`config.mk`:
```
export PLATFORM = sky130hd
export DESIGN_NAME = match_ctrl
export DESIGN_NICKNAME = d
export VERILOG_FILES = /design/src/rtl/match_ctrl.sv
export SDC_FILE = /design/constraint.sdc
export NUM_CORES = 1
export LEC_CHECK = 0
export CELL_PAD_IN_SITES_DETAIL_PLACEMENT = 2
export CELL_PAD_IN_SITES_GLOBAL_PLACEMENT = 2
export CORE_MARGIN = 4
export CORE_UTILIZATION = 34
export CTS_BUF_LIST = sky130_fd_sc_hd__clkbuf_16
export DETAILED_ROUTE_END_ITERATION = 8
export PLACE_DENSITY_LB_ADDON = 0.1
export RECOVER_POWER = 50
export SLEW_MARGIN = 0
export SYNTH_ARGS = -nofsm -noshare
export SYNTH_HDL_FRONTEND = slang
export SYNTH_SLANG_ARGS = --single-unit
```
`constraint.sdc`:
```
create_clock -name clk -period 2.26 [get_ports clk]
set_input_delay 0.565 -clock clk [delete_from_list [all_inputs] [get_ports clk]]
set_output_delay 0.565 -clock clk [all_outputs]
set_load 0.05 [all_outputs]
```
`src/rtl/match_ctrl.sv`:
```
// Match controller: scores ball edge events, times the re-serve from centre,
// declares the winner at WIN_SCORE and restarts on a start press.
module match_ctrl #(
  parameter int unsigned WIN_SCORE   = 9,
  parameter int unsigned SERVE_TICKS = 2000,
  parameter logic [7:0]  LFSR_SEED   = 8'hA5
) (
  input  logic       clk,
  input  logic       reset,
  input  logic       start,
  input  logic       out_left,
  input  logic       out_right,
  output logic       ball_reset,
  output logic [4:0] entropy,
  output logic [3:0] score_l,
  output logic [3:0] score_r,
  output logic       game_over,
  output logic       winner,
  output logic       serving
);

  localparam int unsigned         CNT_W    = (SERVE_TICKS > 1) ? $clog2(SERVE_TICKS) : 1;
  localparam logic [CNT_W-1:0]    CNT_LOAD = CNT_W'(SERVE_TICKS - 1);
  localparam logic [3:0]          WIN      = 4'(WIN_SCORE);

  typedef enum logic [1:0] {IDLE, SERVE, PLAY, OVER} state_t;

  state_t           state_reg;
  logic [7:0]       lfsr_reg;
  logic [CNT_W-1:0] cnt_reg;
  logic             ol_q, or_q, st_q;
  logic             point_l, point_r, start_p;
  logic [3:0]       score_l_inc, score_r_inc;

  assign point_r     = out_left & ~ol_q;
  assign point_l     = out_right & ~or_q;
  assign start_p     = start & ~st_q;
  assign score_l_inc = score_l + 4'd1;
  assign score_r_inc = score_r + 4'd1;
  assign entropy     = lfsr_reg[4:0];

  always_ff @(posedge clk) begin
    if (reset) begin
      state_reg  <= IDLE;
      lfsr_reg   <= LFSR_SEED;
      cnt_reg    <= '0;
      ol_q       <= 1'b0;
      or_q       <= 1'b0;
      st_q       <= 1'b0;
      score_l    <= 4'd0;
      score_r    <= 4'd0;
      ball_reset <= 1'b1;
      game_over  <= 1'b0;
      winner     <= 1'b0;
      serving    <= 1'b0;
    end else begin
      lfsr_reg <= {lfsr_reg[6:0], lfsr_reg[7] ^ lfsr_reg[5] ^ lfsr_reg[4] ^ lfsr_reg[3]};
      // Edge history advances in every state so a held level never re-fires.
      ol_q <= out_left;
      or_q <= out_right;
      st_q <= start;

      case (state_reg)
        IDLE: begin
          if (start_p) begin
            state_reg <= SERVE;
            serving   <= 1'b1;
            cnt_reg   <= CNT_LOAD;
          end
        end

        SERVE: begin
          if (cnt_reg != '0) begin
            cnt_reg <= cnt_reg - CNT_W'(1);
          end else begin
            state_reg  <= PLAY;
            serving    <= 1'b0;
            ball_reset <= 1'b0;
          end
        end

        PLAY: begin
          // Simultaneous edges cancel: neither side is credited.
          if (point_l ^ point_r) begin
            ball_reset <= 1'b1;
            if (point_l) score_l <= score_l_inc;
            else         score_r <= score_r_inc;
            if ((point_l && score_l_inc == WIN) || (point_r && score_r_inc == WIN)) begin
              state_reg <= OVER;
              game_over <= 1'b1;
              winner    <= point_r;
            end else begin
              state_reg <= SERVE;
              serving   <= 1'b1;
              cnt_reg   <= CNT_LOAD;
            end
          end
        end

        OVER: begin
          if (start_p) begin
            state_reg <= SERVE;
            score_l   <= 4'd0;
            score_r   <= 4'd0;
            game_over <= 1'b0;
            winner    <= 1'b0;
            serving   <= 1'b1;
            cnt_reg   <= CNT_LOAD;
          end
        end

        default: state_reg <= IDLE;
      endcase
    end
  end

endmodule
```
==> results summary, run 1 <==
The CTS buffer count came out at 5. TritonCTS built the clock tree. The leakage power figure is 0.982 nW. The maximum number of pins on one net before global-route repair came out at 16. The number of buffers between clock root and the deepest sink came out at 2. After synthesis, the netlist uses 47 different library cells. Dividing the final minimum period by the clock period gives 98.1%.

The largest fanout on the critical path came out at 6. The number of cells on the worst reg-to-reg path is 7. The die span in x is 82.9 um. The core occupancy in the finished layout is 48.2%. The max-slew violation count came to 0. The via count came out at 1820. The class of the most critical setup path is reg -> reg.

The number of global-route vias before repair came out at 2027. The worst hold path cell count is 1. The mean post-synth cell area came out at 8.78 um^2.

In this design, the critical path's most frequently occurring cell is sky130_fd_sc_hd__or4_4. The final hold violation count came out at 0. The power density of the placed cells is 1180 nW/um^2.

The synthesized instance count came out at 217. The final weighted congestion in routability-driven placement is 0.751. The number of nets in the layout is 274. The highest cell delay on the worst timing path is 490 ps. The relative slew slack came out at 51.5%. The final layout contains routed wiring with a total length of 6350 um. The async set-or-reset flop fraction in the synthesized netlist is 0%. The final setup violation count is 0. The number of antenna violations at the first check in global routing came out at 0. The measured slew at the worst slew-check pin came out at 727 ps.

The total inserted antenna cells is 0. The starting density of the core came out at 36.2%. The number of H-tree branching levels came out at 2.

Subtracting the final worst setup slack from the clock period gives 2220 ps. The slowest stage of the critical path is the sky130_fd_sc_hd__or4_4 cell. The number of enable-type register cells in the synthesized netlist is 0. The hold buffer count at CTS is 0. The overall die area is 6870 um^2. The die span in y came out at 82.9 um. The post-synthesis instance area is 1910 um^2. Across the VDD grid, the largest voltage drop is 478 uV.

The number of I/O port buffers came out at 21. The run finished with clean final reports. The via density per instance is 5.52. The register with the most flip-flops in the layout has 11 of them. The data arrival time at the worst-slack endpoint is 2390 ps. The critical path goes through inv_1, ha_1, nor2b_1, and4_4, or4_4, or4_4, o211a_1. The clock-pin slew on the worst setup and hold paths came out at 60 ps. The number of iterations in the first detailed-routing pass came out at 4. Setup repair after global routing could not meet its margin everywhere.

The number of remaining DRC errors came out at 0. In this run the remaining antenna-violating nets after routing total 0. The number of ports placed on the die boundary is 22. The tree built by TritonCTS fans out to 36 sinks. The root cell of the clock tree is sky130_fd_sc_hd__clkbuf_16.

The number of setup buffers added after CTS is 0. The insertion delay to the later sink of the worst-skew pair came out at 280 ps. For this run, the leading register cell type out of synthesis is sky130_fd_sc_hd__dfxtp_1.

STA classifies the critical path endpoint as a flip-flop. The wire length of the first global-routing pass is 10400 um. The number of synthesized register bits came out at 36. The total global routing overflow is 0. Counting tap cells, the placed design contains a total of 322 instances.

The worst hold path belongs to the class reg -> reg. The timing-limited maximum frequency came out at 451 MHz. The post-synthesis net count is 232.

The startpoint kind of the worst setup timing path is a flip-flop. The post-synthesis sequential area ratio is 37.8%. In the final layout, the share of cells above drive strength 1 is 20.8%.

Yosys printed 0 warnings. The final instance count without filler cells is 330. In this run the core area contains 26 standard-cell rows. In the final routed layout, each cell accounts on average for 19.3 um. Across the routed clock network, the largest skew measured is 3.41 ps. The area added between synthesis and finish is 33.4%. The total global-route track usage is 18.3%.

Max-cap violations in this run came to 0. The number of DRC markers in iteration 0 is 67. The half-perimeter wire length after detailed placement is 4390 um. The placeable core area came out at 5270 um^2. The required time reported for the critical path endpoint came out at 2430 ps.
layout by cell type (no fill, tap or decap), types with 2 or more instances in the layout:
cell                              count
sky130_fd_sc_hd__dfxtp_1             31
sky130_fd_sc_hd__buf_4               21
sky130_fd_sc_hd__nand2_1             17
sky130_fd_sc_hd__a21oi_1             14
sky130_fd_sc_hd__inv_1               13
sky130_fd_sc_hd__nor2_1              11
sky130_fd_sc_hd__clkdlybuf4s50_1     11
sky130_fd_sc_hd__ha_1                10
sky130_fd_sc_hd__dlygate4sd3_1       10
sky130_fd_sc_hd__nand3_1              9
sky130_fd_sc_hd__nor2b_1              8
sky130_fd_sc_hd__nor3_1               6
sky130_fd_sc_hd__o32ai_1              6
sky130_fd_sc_hd__o21ai_0              6
sky130_fd_sc_hd__xnor2_1              5
sky130_fd_sc_hd__and4_1               5
sky130_fd_sc_hd__clkbuf_16            5
sky130_fd_sc_hd__dfxtp_2              5
sky130_fd_sc_hd__nand2b_1             4
sky130_fd_sc_hd__a31oi_1              4
sky130_fd_sc_hd__or3_1                4
sky130_fd_sc_hd__xor2_1               4
sky130_fd_sc_hd__clkbuf_1             4
sky130_fd_sc_hd__a21o_1               3
sky130_fd_sc_hd__a211oi_1             3
sky130_fd_sc_hd__or2_2                3
sky130_fd_sc_hd__and2b_2              2
sky130_fd_sc_hd__a22oi_1              2
sky130_fd_sc_hd__and2_1               2
sky130_fd_sc_hd__mux2_2               2
sky130_fd_sc_hd__or4b_1               2
sky130_fd_sc_hd__or3b_1               2
sky130_fd_sc_hd__or4_4                2
synth_stat cells (all sizes together), types with 3 or more instances:
master  instances  area share (%)
a211oi          4             1.6
a21o            3             1.2
a21oi          14             3.7
a31oi           4             1.3
and4            6             2.9
buf             5             2.0
clkbuf          6             1.2
dfxtp          36              38
ha             10             6.6
inv            13             2.6
nand2          17             3.3
nand2b          4             1.3
nand3           9             2.4
nor2           11             2.2
nor2b           8             2.6
nor3            7             2.4
nor4            3            0.99
o21ai           7             1.8
o32ai           6             2.8
or2             3            0.99
or3             5             1.9
xnor2           6             2.8
xor2            4             1.8
cell type report:
| type | instances | area [um^2] |
|---|---|---|
| Fill cell | 580 | 2730 |
| Multi-Input combinational cell | 157 | 1130 |
| Sequential cell | 36 | 727 |
| Timing Repair Buffer | 46 | 383 |
| Clock buffer | 5 | 125 |
| Tap cell | 70 | 87.6 |
| Inverter | 13 | 48.8 |
| Clock inverter | 3 | 38.8 |
critical path: cells and delay by family (launching register included):
kind | cells | cell delay [ps]
AOI/OAI and AO/OA | 1 | 140
buffers and inverters | 1 | 90
adders and majority gates | 1 | 190
DFF | 1 | 340
and+or+nand+nor | 4 | 1350
power by group:
group	leakage [nW]	switching, mW	internal (mW)	total (mW)
Combinational	0.598	0.772	0.526	1.30
Sequential	0.299	0.143	0.771	0.914
Clock	0.0850	0.264	0.514	0.778
Total	0.982	1.18	1.81	2.99
path summary, 6_finish.rpt:
kind | from | end | slack [ps]
min reg2reg | lfsr_reg[6] | lfsr_reg[7] | 420
max | cnt_reg[1] | cnt_reg[9] | 40
min | lfsr_reg[6] | lfsr_reg[7] | 420
max reg2reg | cnt_reg[1] | cnt_reg[9] | 40
stage by stage:
step                      TNS [ps]  cell area [um^2]  hold WS, ps  setup slack (ps)  power (mW)
final                            0              2540          422              43.1        2.99
after floorplan                  0              1910          389              1.82        1.66
after global routing          -116              2540          438             -25.8        3.19
after detailed placement     -2750              2330          411              -300        2.15
after global placement       -1240              2330          395              -151        2.05
after CTS                        0              2510          425              24.3        2.97
layer usage:
metal / up-vias / wire, um / track usage [%] / part of all wire, %
li1: 861 / - / - / -
met3: 8 / 141 / 3.17 / 2.2
met5: - / 0 / 0 / 0
met1: 927 / 2550 / 19.8 / 40
met2: 24 / 3590 / 36.4 / 57
met4: 0 / 68 / 4.01 / 1.1
cells by family after synthesis:
logic type,Yosys count,synth area share [%]
muxes,2,1.18
xor gates and xnor gates,10,4.60
DFF,36,37.8
and+or+nand+nor,85,26.2
AOI/OAI and AO/OA,50,17.9
adders and majority gates,10,6.57
buffers and inverters,24,5.71
timing repair:
action	in CTS	in global routing
endpoints found under the setup margin	2	4
pin swaps	0	0
cloned	0	0
resized for setup	3	10
Power figures use the tool's default switching activity.
==> run 2: changes to the inputs <==
--- a/config.mk
+++ b/config.mk
@@ -7,7 +7,7 @@
 export LEC_CHECK = 0
 export CELL_PAD_IN_SITES_DETAIL_PLACEMENT = 2
 export CELL_PAD_IN_SITES_GLOBAL_PLACEMENT = 2
-export CORE_MARGIN = 4
+export CORE_MARGIN = 2
 export CORE_UTILIZATION = 34
 export CTS_BUF_LIST = sky130_fd_sc_hd__clkbuf_16
 export DETAILED_ROUTE_END_ITERATION = 8
==> run 2 against run 1 <==
Compared with the run above: non-clock buffer count fell by 2; global-route usage rose by 1.3 points; power fell by 2.9%; critical path depth did not move; die area fell by 9.4%; register-to-register slack barely moved; clock power barely moved; flip-flop and latch count did not move; clock skew barely moved; combinational power fell by 7%; via count fell by 2.7%.
==> results summary, run 2 (synthesis results as in run 1) <==
The run finished with clean final reports. The count of nets left with antenna violations after detail routing came out at 0 (unchanged). The starting density of the core came out at 34.8% (-1.3 points). The hold buffer count at CTS is 0 (unchanged). The CTS buffer count is 5 (unchanged). The largest vdd supply drop came out at 369 uV (-23%). The CTS tree is yes.

The half-perimeter wire length after detailed placement is 4280 um (-2.6%). The largest fanout on the critical path was 3 (-3). The total of max-cap violations is 0 (unchanged). The switching part of the total is 38.6% (-0.86 points). The number of I/O port buffers was 21 (unchanged).

Setup repair after global routing left no endpoint under its margin. The timing-limited maximum frequency is 453 MHz (+0.35%). The area of the multi-input gates came out at 1080 um^2 (-4.3%). The measured slew at the worst slew-check pin is 713 ps (-14.3 ps). The worst clock skew came out at 3.40 ps (-0.00944 ps). The sequential cell area in the final layout came out at 726 um^2 (-0.17%). The total global routing overflow is 0 (unchanged). The highest cell delay on the worst timing path came out at 490 ps (about the same). The number of flip-flops in the largest register is 11 (unchanged). The critical path goes through inv_1, ha_1, nor2b_1, and4_4, or4_4, or4_1, o211a_1. The largest individual stage delay along the critical path comes from the cell sky130_fd_sc_hd__or4_4. In the layout the commonest cells are 32 x sky130_fd_sc_hd__dfxtp_1, 19 x sky130_fd_sc_hd__buf_4, 17 x sky130_fd_sc_hd__nand2_1. The minimum setup slack in the final design is 50.8 ps (+7.68 ps). The mean routed wirelength per cell came to 17.1 um (-11%). The wire length of the first global-routing pass came out at 9610 um (-7.6%). The clock-pin slew on the worst setup and hold paths was 60 ps (about the same). The relative slew slack is 52.5% (+0.95 points).

The number of sinks on the clock net is 36 (unchanged). The path category of the worst min-delay check is reg -> reg. The wire length reported by the detailed router came to 5650 um (-11%). The via density per instance came to 5.36 (-2.7%).

The post-layout minimum cycle time is 2210 ps (-7.68 ps). The nature of the critical path endpoint is a flip-flop. The number of nets in the layout came out at 272 (-0.73%). The number of H-tree branching levels was 2 (unchanged). The insertion delay to the later sink of the worst-skew pair is 280 ps (about the same). The worst setup slack after placement came out at -229 ps (+71.5 ps).

The combinational share of power came out at 41.8% (-1.6 points). The leakage power figure came out at 0.966 nW (-1.6%). The number of global-route vias before repair came out at 2010 (-0.84%). The design internal power is 1.78 mW (-1.5%). The final weighted congestion in routability-driven placement came out at 0.801 (+6.6%).

The die span in x was 78.9 um (-4.8%). The final setup violation count is 0 (unchanged). The required time reported for the critical path endpoint is 2430 ps (about the same).

The clock network power share came to 26.8% (+0.8 points). The final hold violation count came out at 0 (unchanged). The number of buffers between clock root and the deepest sink came to 2 (unchanged). The number of ports placed on the die boundary came out at 22 (unchanged). Leaving out fill and tap cells, the most frequent cell in the layout is sky130_fd_sc_hd__dfxtp_1. The switching power of the nets is 1.12 mW (-5.0%).

The die span in y came out at 78.9 um (-4.8%). The root buffer cell chosen for the clock tree is sky130_fd_sc_hd__clkbuf_16. The placeable core area is 5470 um^2 (+3.8%). The via count is 1770 (-2.7%). The maximum number of pins on one net before global-route repair came out at 15 (-1).

The ratio of final minimum period to clock period is 97.8% (-0.34 points). The overall die area is 6220 um^2 (-9.4%). The share of total power in sequential cells came out at 31.4% (+0.8 points). The area added between synthesis and finish is 30.3%. The max-slew violation count came to 0 (unchanged). The number of antenna violations at the first check in global routing was 0 (unchanged). The total inserted antenna cells is 0 (unchanged). The class of the most critical setup path is reg -> reg. The data arrival time at the worst-slack endpoint is 2380 ps (about the same).

The number of iterations in the first detailed-routing pass came to 4 (unchanged). The number of fill cells was 631 (+8.8%). The power density of the placed cells is 1170 nW/um^2 (-0.62%). The site row count came out at 27 (+3.8%). The number of DRC markers in iteration 0 came out at 55 (-18%).

The total global-route track usage was 19.6% (+1.3 points). The number of remaining DRC errors came to 0 (unchanged). The proportion of layout cells with a drive suffix above 1 is 17.4% (-3.3 points). The total power came out at 2.90 mW (-2.9%).

The startpoint kind of the worst setup timing path is a flip-flop.
run 2: worst max-delay path: cells and delay by family (launching register included):
kind                       cells  cell delay (ps)
and+or+nand+nor                4             1300
buffers and inverters          1               90
adders and majority gates      1              190
AOI/OAI and AO/OA              1              140
DFF                            1              370
run 2: per-layer routing:
layer,global-route usage (%),share of wire (%)
met3,3.41,2.0
met1,20.8,40
met2,38.7,56
met5,0,0
met4,6.55,2.0
run 2: stage by stage:
step	utilization, %	hold slack (ps)	setup TNS [ps]	std cells	instance area, um^2
after floorplan	-	389	0	217	1910
after global placement	42.4	393	-1320	322	2320
after detailed placement	42.4	421	-2410	322	2320
after CTS	45.4	435	0	330	2490
after global routing	45.4	440	0	330	2480
final	45.4	424	0	330	2480
run 2: final cells by class:
type / instances / area share, %
clock buffer: 5 / 5.04
inverter: 13 / 1.96
timing repair buffer: 44 / 15.0
tap: 72 / 3.63
clock inverter: 3 / 1.56
multi-input combinational: 157 / 43.6
sequential: 36 / 29.2
run 2: final timing paths:
kind               start  slack, ps  cells after the start     endpoint
max           cnt_reg[1]         50                      7   cnt_reg[9]
min          lfsr_reg[6]        420                      1  lfsr_reg[7]
max reg2reg   cnt_reg[1]         50                      7   cnt_reg[9]
min reg2reg  lfsr_reg[6]        420                      1  lfsr_reg[7]
run 2: power groups by stage:
stage                     combinational (mW)  sequential [mW]  clock, mW
final                                   1.21            0.911      0.779
after global routing                    1.33            0.935      0.828
after floorplan                        0.694            0.963          0
after global placement                  1.14            0.904          0
after CTS                               1.23            0.912      0.796
after detailed placement                1.21            0.923          0
run 2: what timing repair did:
action / in CTS / in global routing
resized for setup: 0 / 2
buffers inserted: 0 / 0
endpoints found under the setup margin: 0 / 2
==> run 3: changes to the inputs <==
--- a/config.mk
+++ b/config.mk
@@ -5,6 +5,7 @@
 export SDC_FILE = /design/constraint.sdc
 export NUM_CORES = 1
 export LEC_CHECK = 0
+export CAP_MARGIN = 20
 export CELL_PAD_IN_SITES_DETAIL_PLACEMENT = 2
 export CELL_PAD_IN_SITES_GLOBAL_PLACEMENT = 2
 export CORE_MARGIN = 2
==> results of run 3 <==
Final layout, timing and power as in run 2 (identical DEF).
